**src/rtl/obstacle_spawner_pkg.sv**
```systemverilog
// Shared definitions for the obstacle spawner: FSM encoding, lane geometry,
// screen height default and obstacle type encoding.
package obstacle_spawner_pkg;

    typedef enum logic [1:0] {
        ST_IDLE  = 2'd0,
        ST_GAP   = 2'd1,
        ST_READY = 2'd2
    } state_e;

    localparam int unsigned NUM_LANES     = 4;
    localparam int unsigned LANE_W        = $clog2(NUM_LANES);
    localparam int unsigned Y_W           = 10;
    localparam int unsigned SCREEN_H_DFLT = 480;

    typedef enum logic {
        OBJ_CIRCLE = 1'b0,   // collect
        OBJ_SQUARE = 1'b1    // avoid
    } obj_type_e;

endpackage

```
**src/rtl/obstacle_spawner_slot.sv**
```systemverilog
// One obstacle slot: holds valid/lane/type/y, moves down on a tick and
// frees itself when it falls past the bottom of the screen.
module obstacle_slot
    import obstacle_spawner_pkg::*;
#(
    parameter int unsigned SPEED    = 2,
    parameter int unsigned SCREEN_H = SCREEN_H_DFLT
) (
    input  logic              clk,
    input  logic              rstn,
    input  logic              clear_i,
    input  logic              move_i,
    input  logic              load_i,
    input  logic [LANE_W-1:0] lane_i,
    input  logic              type_i,
    output logic              valid_o,
    output logic [LANE_W-1:0] lane_o,
    output logic              type_o,
    output logic [Y_W-1:0]    y_o,
    output logic              exit_o
);

    logic              valid_q, valid_d;
    logic [LANE_W-1:0] lane_q, lane_d;
    logic              type_q, type_d;
    logic [Y_W-1:0]    y_q, y_d;
    logic [Y_W:0]      y_sum;

    // One extra bit so the compare against SCREEN_H never sees a wrapped y.
    assign y_sum  = {1'b0, y_q} + (Y_W+1)'(SPEED);
    assign exit_o = move_i & valid_q & (32'(y_sum) >= SCREEN_H);

    // Next-state: clear wins, then load (only ever into a free slot), then move/exit.
    always_comb begin
        valid_d = valid_q;
        lane_d  = lane_q;
        type_d  = type_q;
        y_d     = y_q;
        if (clear_i) begin
            valid_d = 1'b0;
            lane_d  = '0;
            type_d  = OBJ_CIRCLE;
            y_d     = '0;
        end else if (load_i) begin
            valid_d = 1'b1;
            lane_d  = lane_i;
            type_d  = type_i;
            y_d     = '0;
        end else if (move_i && valid_q) begin
            if (exit_o) begin
                valid_d = 1'b0;
                lane_d  = '0;
                type_d  = OBJ_CIRCLE;
                y_d     = '0;
            end else begin
                y_d = y_sum[Y_W-1:0];
            end
        end
    end

    // Slot state register.
    always_ff @(posedge clk or negedge rstn) begin
        if (!rstn) begin
            valid_q <= 1'b0;
            lane_q  <= '0;
            type_q  <= OBJ_CIRCLE;
            y_q     <= '0;
        end else begin
            valid_q <= valid_d;
            lane_q  <= lane_d;
            type_q  <= type_d;
            y_q     <= y_d;
        end
    end

    assign valid_o = valid_q;
    assign lane_o  = lane_q;
    assign type_o  = type_q;
    assign y_o     = y_q;

endmodule

```
**src/rtl/obstacle_spawner.sv**
```systemverilog
// Obstacle spawner: paces spawns with a frame-tick gap counter and keeps
// NSLOT falling obstacles, reporting spawn/exit/overflow as one-cycle pulses.
module obstacle_spawner
    import obstacle_spawner_pkg::*;
#(
    parameter int unsigned NSLOT     = 4,
    parameter int unsigned SPEED     = 2,
    parameter int unsigned SPAWN_GAP = 60,
    parameter int unsigned SCREEN_H  = SCREEN_H_DFLT
) (
    input  logic                    clk,
    input  logic                    rstn,
    input  logic                    frame_tick,
    input  logic [4:0]              rand_data,
    input  logic                    enable,
    input  logic                    clear,
    output logic [NSLOT-1:0]        obj_valid,
    output logic [LANE_W*NSLOT-1:0] obj_lane,
    output logic [NSLOT-1:0]        obj_type,
    output logic [Y_W*NSLOT-1:0]    obj_y,
    output logic                    spawn_pulse,
    output logic                    exit_pulse,
    output logic                    exit_type,
    output logic                    overflow
);

    localparam int unsigned GAP_W = $clog2(SPAWN_GAP + 2);

    state_e             state_q, state_d;
    logic [GAP_W-1:0]   gap_cnt_q, gap_cnt_d;
    logic               spawn_d, ovf_d, exit_type_d;
    logic               move;
    logic               free_any;
    logic [NSLOT-1:0]   free_onehot, load_vec, exit_vec;

    assign move = enable & frame_tick & ~clear;

    // Lowest-index free slot, judged on pre-tick valid so a slot leaving
    // the screen this tick cannot be refilled in the same tick.
    always_comb begin
        free_onehot = '0;
        free_any    = 1'b0;
        for (int i = 0; i < int'(NSLOT); i++) begin
            if (!obj_valid[i] && !free_any) begin
                free_onehot[i] = 1'b1;
                free_any       = 1'b1;
            end
        end
    end

    // FSM next-state and spawn decision. READY is entered after SPAWN_GAP-1
    // ticks so the SPAWN_GAP-th tick is the first one allowed to spawn,
    // keeping consecutive spawns at least SPAWN_GAP ticks apart.
    always_comb begin
        state_d   = state_q;
        gap_cnt_d = gap_cnt_q;
        spawn_d   = 1'b0;
        ovf_d     = 1'b0;
        load_vec  = '0;
        if (clear) begin
            state_d   = enable ? ST_GAP : ST_IDLE;
            gap_cnt_d = '0;
        end else if (!enable) begin
            state_d = ST_IDLE;
        end else begin
            case (state_q)
                ST_IDLE: state_d = ST_GAP;
                ST_GAP: begin
                    if (frame_tick) begin
                        gap_cnt_d = gap_cnt_q + GAP_W'(1);
                        if (32'(gap_cnt_q) + 32'd2 >= SPAWN_GAP)
                            state_d = ST_READY;
                    end
                end
                ST_READY: begin
                    if (frame_tick && rand_data[4:3] != 2'b00) begin
                        state_d   = ST_GAP;
                        gap_cnt_d = '0;
                        if (free_any) begin
                            load_vec = free_onehot;
                            spawn_d  = 1'b1;
                        end else begin
                            ovf_d = 1'b1;
                        end
                    end
                end
                default: state_d = ST_IDLE;
            endcase
        end
    end

    // exit_type reports the lowest-index slot that exited; descending scan
    // lets the lowest index write last.
    always_comb begin
        exit_type_d = 1'b0;
        for (int i = int'(NSLOT) - 1; i >= 0; i--) begin
            if (exit_vec[i]) exit_type_d = obj_type[i];
        end
    end

    // FSM state, gap counter and registered event pulses.
    always_ff @(posedge clk or negedge rstn) begin
        if (!rstn) begin
            state_q     <= ST_IDLE;
            gap_cnt_q   <= '0;
            spawn_pulse <= 1'b0;
            overflow    <= 1'b0;
            exit_pulse  <= 1'b0;
            exit_type   <= 1'b0;
        end else begin
            state_q     <= state_d;
            gap_cnt_q   <= gap_cnt_d;
            spawn_pulse <= spawn_d;
            overflow    <= ovf_d;
            exit_pulse  <= |exit_vec;
            exit_type   <= exit_type_d;
        end
    end

    for (genvar g = 0; g < int'(NSLOT); g++) begin : g_slot
        obstacle_slot #(
            .SPEED    (SPEED),
            .SCREEN_H (SCREEN_H)
        ) u_slot (
            .clk     (clk),
            .rstn    (rstn),
            .clear_i (clear),
            .move_i  (move),
            .load_i  (load_vec[g]),
            .lane_i  (rand_data[LANE_W-1:0]),
            .type_i  (rand_data[2]),
            .valid_o (obj_valid[g]),
            .lane_o  (obj_lane[LANE_W*g +: LANE_W]),
            .type_o  (obj_type[g]),
            .y_o     (obj_y[Y_W*g +: Y_W]),
            .exit_o  (exit_vec[g])
        );
    end

endmodule

```
**config.mk**
```make
export PLATFORM = sky130hd
export DESIGN_NAME = obstacle_spawner
export DESIGN_NICKNAME = d
export VERILOG_FILES = /design/src/rtl/obstacle_spawner_pkg.sv /design/src/rtl/obstacle_spawner_slot.sv /design/src/rtl/obstacle_spawner.sv
export SDC_FILE = /design/constraint.sdc
export NUM_CORES = 1
export LEC_CHECK = 0
export CORE_MARGIN = 5
export CORE_UTILIZATION = 47
export DETAILED_ROUTE_END_ITERATION = 6
export PLACE_DENSITY = 0.86
export RECOVER_POWER = 100
export SLEW_MARGIN = 20
export SYNTH_ARGS = -nofsm -noshare
export SYNTH_HDL_FRONTEND = slang
export SYNTH_SLANG_ARGS = --single-unit
```
**constraint.sdc**
```tcl
create_clock -name clk -period 2.2 [get_ports clk]
set_clock_uncertainty 0.15 [all_clocks]
set_input_delay 0.44 -clock clk [delete_from_list [all_inputs] [get_ports clk]]
set_output_delay 0.44 -clock clk [all_outputs]
set_load 0.02 [all_outputs]
```
**Yosys cells after proc, flatten, opt, wreduce, memory -nomap -nowiden**

Index checks and enable logic that the tools add are counted.

- Logic and storage cells: 177
- Input port bits: 10
- Register bits: 68
- Output and inout port bits: 60

- Multiplexer cells: 94
- Bitwise gates (word level): 11
- Order comparisons: 5
- Equal/unequal tests: 7
- Add/sub/neg operators: 6
- Reduce and logical (&&, ||, !) cells: 32

Operators by type and width:

| operator | number |
|---|---|
| $mux W10 | 16 |
| $mux W1 | 46 |
| $add A10 B2 Y11 const B | 4 |
| $ge A11 B9 Y1 const B | 4 |
| $mux W2 | 21 |
| $reduce_bool A3 Y1 | 9 |
| $mux W6 | 4 |
| $mux W4 | 5 |
| $ne A4 B4 Y1 const B | 3 |
| $pmux W6 S2 | 1 |
| $and A1 B1 Y1 | 10 |
| $logic_and A1 B1 Y1 | 8 |
| $reduce_and A2 Y1 | 4 |
| $add A6 B2 Y7 const B | 1 |
| $ge A7 B6 Y1 const B | 1 |
| $add A6 B1 Y6 const B | 1 |
| $ne A3 B3 Y1 const B | 2 |
| $pmux W2 S3 | 1 |
| $logic_not A1 Y1 | 5 |
| $reduce_and A4 Y1 | 1 |
| $reduce_bool A2 Y1 | 2 |
| $reduce_or A4 Y1 | 1 |
| $reduce_and A3 Y1 | 1 |
| $eq A2 B1 Y1 const B | 1 |
| other kinds (3) | 3 |

**Depth between registers and ports, before layout**

- Depth in word-level cells: 16
- Mapped depth: 8
- Mapped depth without buffers: 7

**Hierarchy**

Synthesis repeated with hierarchy kept, for this count alone.

- Cells, all modules: 457
- Area, all modules: 3898.7 um^2

Modules (own cells, without submodules):

| module | cells an instance | times used | seq. area each (um^2) | area an instance (um^2) |
|---|---|---|---|---|
| obstacle_slot | 94 | 4 | 325.3 | 792.0 |
| obstacle_spawner | 81 | 1 | 300.3 | 730.7 |

**Worst setup path after synthesis**

No wires, ideal clock.

- Path kind: reg2reg
- Start: register g_slot[0].u_slot.y_q[1]
- End: register g_slot[0].u_slot.y_q[5]
- Required time: 1.974 ns
- Clock period less this slack: 2.498 ns
- Arrival: 2.271 ns
- Buffers on the path: 1
- Slack: -0.298 ns
- Stages on the path, launching flop included: 8
- Cells stage by stage: dfrtp_1 -> ha_1 -> nand3_4 -> o311a_1 -> or3_1 -> buf_2 -> or4_1 -> o21ai_1

- Cells in the longest elaborated chain, start to end: 7

Ends and longest elaborated chain:

| element | line | source |
|---|---|---|
| start, declared | obstacle_spawner_slot.sv:26 | `logic [Y_W-1:0] y_q, y_d;` |
| start signal, assigned | obstacle_spawner_slot.sv:72 | `y_q <= y_d;` |
| $add A10 B2 Y11 * | obstacle_spawner_slot.sv:30 | `assign y_sum = {1'b0, y_q} + (Y_W+1)'(SPEED);` |
| $ge A11 B9 Y1 | obstacle_spawner_slot.sv:31 | `assign exit_o = move_i & valid_q & (32'(y_sum) >= SCREEN_H);` |
| $and A1 B1 Y1 | obstacle_spawner_slot.sv:31 |  |
| $mux W10 * | obstacle_spawner_slot.sv:50 | `if (exit_o) begin` |
| $mux W10 * | obstacle_spawner_slot.sv:49 | `end else if (move_i && valid_q) begin` |
| $mux W10 * | obstacle_spawner_slot.sv:44 | `end else if (load_i) begin` |
| $mux W10 * | obstacle_spawner_slot.sv:39 | `if (clear_i) begin` |

Every way passes the cells marked *; elsewhere a longest branch is shown, timed or not. The select of a mux whose other input is x is not followed.
A chain may end at the register's enable or synchronous reset.

**Worst setup path after layout**

- Start: input port clear
- End: register g_slot[3].u_slot.y_q[8]

- Cells in the longest elaborated chain, start to end: 8
- Elaborated cells between the ends (all ways): 11
- Those cells by class: mux (5); bitwise (4); reduce/logical (2)

Ends and longest elaborated chain:

| element | line | source |
|---|---|---|
| start, declared | obstacle_spawner.sv:16 | `input logic clear,` |
| $not A1 Y1 | obstacle_spawner.sv:36 | `assign move = enable & frame_tick & ~clear;` |
| $and A1 B1 Y1 | obstacle_spawner.sv:36 |  |
| $and A1 B1 Y1 (2 in a row) | obstacle_spawner_slot.sv:31 |  |
| $mux W10 | obstacle_spawner_slot.sv:50 |  |
| $mux W10 | obstacle_spawner_slot.sv:49 |  |
| $mux W10 | obstacle_spawner_slot.sv:44 |  |
| $mux W10 | obstacle_spawner_slot.sv:39 |  |
| end signal, assigned | obstacle_spawner_slot.sv:72 |  |
| end, declared | obstacle_spawner_slot.sv:26 |  |

Parallel ways exist; a longest one is shown, timed or not. The select of a mux whose other input is x is not followed.

==> flow_summary.json <==
{
  "status": "completed",
  "drv_cap": 0,
  "fillers": 512,
  "min_delay_path_depth": 1,
  "yosys.area.top_type": "dfrtp_1",
  "syn2layout_area_growth_pct": 44.3,
  "place_hpwl_mm": 7.27,
  "synth_top_area_share_pct": 45.0,
  "vdd_drop_max_v": 0.000307,
  "cts_buffer_depth": 2,
  "cp_top_family": "simple AND/OR/NAND/NOR gates",
  "fin_nets": 528,
  "hp-class": "flip-flop to flip-flop",
  "period_minus_slack_ps": 2190,
  "grt_max_degree": 35,
  "critPathLaunch": "clear",
  "synth_cells": 380,
  "grtUsageTotal_pct": 20.9,
  "ff_latch_area_sq_um": 1610,
  "finalHoldViolCount": 0,
  "relSlewSlack_pct": 46.9,
  "ioPinCount": 70,
  "synthTopCellsByArea": "dfrtp_1 (45%), nor2_1 (4.3%), nand2_1 (4.2%)",
  "die_area_sq_um": 9410,
  "slowest_stage": "clkdlybuf4s50_1",
  "grt_pass1_wl_mm": 16.4,
  "cts_made_buffers": 9,
  "synth_edf_count": 0,
  "path_buf_inv": 2,
  "synthTopCellsByCount": "dfrtp_1 (64), nor2_1 (41), nand2_1 (40)",
  "cts_sinks": 64,
  "root_buffer": "clkbuf_8",
  "hold_end": "g_slot[1].u_slot.lane_o[0]",
  "placeableCoreArea_sq_um": 7330,
  "worstPathCellList": "clkdlybuf4s50_1, buf_4, nand4b_1, nor2_1, o211ai_1, o211ai_2, nor4b_2, a311o_1",
  "clock.fmax_ghz": 0.456,
  "ys_ff_latch": 64,
  "syn-cell-area_sq_um": 3560,
  "cts_tree": "done",
  "min_from": "g_slot[1].u_slot.lane_o[0]",
  "portBuffers": 65,
  "placementRows": 31,
  "htree_levels": 3,
  "grt_pass1_vias": 3407,
  "arrival_ps": 2290,
  "cp_max_fo": 9,
  "gp_congestion": 0.863,
  "antenna_found_initial": 0,
  "drt-met1-wl_mm": 4.35,
  "drt_first_pass_iters": 5,
  "yosysUniqueCellTypes": 57,
  "rr_worst_depth": 6,
  "dr_wl_met3_microns": 677,
  "synthFlopType": "dfrtp_1",
  "drt-initial-drc-count": 256,
  "top_layer": "met4",
  "clkTransAtPathRegs_ps": 80,
  "yosys_warnings": 0,
  "routed_wl_mm": 10.5,
  "rsz0062_at_grt": "true",
  "p_leak_nw": 2.17,
  "place_area_sq_um": 4750,
  "vias": 3528,
  "required_ps": 2290,
  "cp-end-kind": "flip-flop",
  "start_kind": "primary input",
  "path_class": "primary input to flip-flop",
  "powerDensity_nw_per_um2": 494,
  "yosysMostFrequentCell": "dfrtp_1",
  "tns_ps": 0,
  "reg2reg_from": "g_slot[0].u_slot.y_o[1]",
  "drv_slew": 0,
  "syn_avg_cell_area_sq_um": 9.36,
  "tightest_slew_ps": 797,
  "clk_latency_ps": 350,
  "period_share_pct": 99.7,
  "finalSetupViolations": 0,
  "wl_met2_mm": 5.26,
  "fin_area_sq_um": 5130,
  "n_antenna_cell": 0,
  "ant_nets": 0,
  "initial_core_util_pct": 48.5,
  "vias_per_cell": 5.74,
  "die_h_microns": 97.0,
  "drc": 0,
  "r2r-end": "g_slot[0].u_slot.y_o[5]",
  "slowest_delay_ps": 440,
  "synthArstFlopShare_pct": 100,
  "ys_seq_area_share_pct": 45.0,
  "cp.depth": 8,
  "multiInputGateArea_sq_um": 1970,
  "die_x_microns": 97.0,
  "routedWlPerCell_microns": 17.0,
  "r2r_setup_slack_ps": 20,
  "overflow": 0,
  "drive_above_1_share_pct": 23.6
}
## how the worst max path moves through the flow
stage	endpoint
detailed placement	g_slot[2].u_slot.y_o[6]
global route	g_slot[0].u_slot.y_o[5]
floorplan	g_slot[0].u_slot.y_o[5]
finish	g_slot[3].u_slot.y_o[8]
global placement	g_slot[3].u_slot.y_o[8]
CTS	g_slot[0].u_slot.y_o[5]
## worst reg2reg max path: stages (launching register included)
cell and delay, ps:
dfrtp_2 430, ha_4 160, nand3_4 120, o311a_1 330
or3_4 380, or4_1 470, o21ai_1 80
## cell usage in the layout (no fill, tap or decap), types with 5 or more instances in the layout
master	netlist	routed
nand3_1	15	13
a22o_1	14	14
ha_1	7	5
and3_1	6	6
clkbuf_8	0	10
or3_1	8	7
o211ai_1	5	5
o21ai_0	19	16
a21oi_1	16	14
a21o_1	6	6
xor2_1	9	9
nand4_1	8	8
nor2_1	41	40
xnor2_1	10	9
o21a_1	6	6
nor3_1	11	9
clkdlybuf4s50_1	0	55
buf_4	12	60
o31ai_1	6	5
inv_1	8	8
dlygate4sd3_1	0	6
clkbuf_1	3	7
dfrtp_2	0	10
nand2b_1	5	5
nand2_1	40	39
dfrtp_1	64	54
## flip-flops by register name (all words and copies together) (netlist names)
name and flops:
overflow 1, state_q 2, gap_cnt_q 6, exit_pulse 1, g_slot.u_slot.lane_o 8, g_slot.u_slot.valid_o 4
spawn_pulse 1, g_slot.u_slot.type_o 4, g_slot.u_slot.y_o 36, exit_type 1
## cell type report
class | instances | area share (%)
clock buffers | 11 | 2.75
clock inverters | 5 | 1.56
inverters | 8 | 0.585
multi-input cells | 292 | 38.4
flip-flops and latches | 64 | 31.4
well taps | 99 | 2.41
repair buffers | 136 | 22.8
## metrics by stage
step | std cells | utilization (%) | hold WS [ps] | setup slack (ps) | power, mW
finish | 615 | 70.0 | 346 | 6.44 | 2.54
global route | 615 | 70.0 | 368 | -79.6 | 2.60
CTS | 611 | 68.6 | 358 | 3.49 | 2.54
detailed placement | 593 | 64.8 | 226 | -582 | 1.41
global placement | 593 | 64.8 | 219 | -530 | 1.40
floorplan | 383 | - | -5.59 | -86.1 | 1.30
## per-layer routing
layer / vias to the layer above / global-route usage, %
met1: 1741 / 26.9
met2: 135 / 35.3
li1: 1634 / -
met4: 0 / 7.56
met5: - / 0
met3: 18 / 3.74
## cell families (layout without fill, tap and decap cells)
family,count (synthesis),in the layout,share of synthesized area [%]
and+or+nand+nor,161,161,23.1
xor gates and xnor gates,19,19,4.68
other,1,4,0.105
DFF,64,64,45.0
buffers and inverters,27,160,4.25
AOI/OAI and AO/OA,97,97,19.2
muxes,4,4,1.13
adders and majority gates,7,7,2.46
## report_power, final
| part | total, mW | switching (mW) | internal, mW |
|---|---|---|---|
| sequential | 1.20 | 0.0187 | 1.19 |
| clock | 1.14 | 0.475 | 0.667 |
| combinational | 0.189 | 0.111 | 0.0782 |
| total | 2.54 | 0.605 | 1.93 |
## timing repair
item                       CTS  global route
pin swaps                    4             7
resized for setup           15            22
gates cloned                 0             0
setup endpoints to repair   38            30
setup buffers                1             4
hold endpoints to repair    13             0
hold buffers                 1             0
Power figures use the tool's default switching activity.
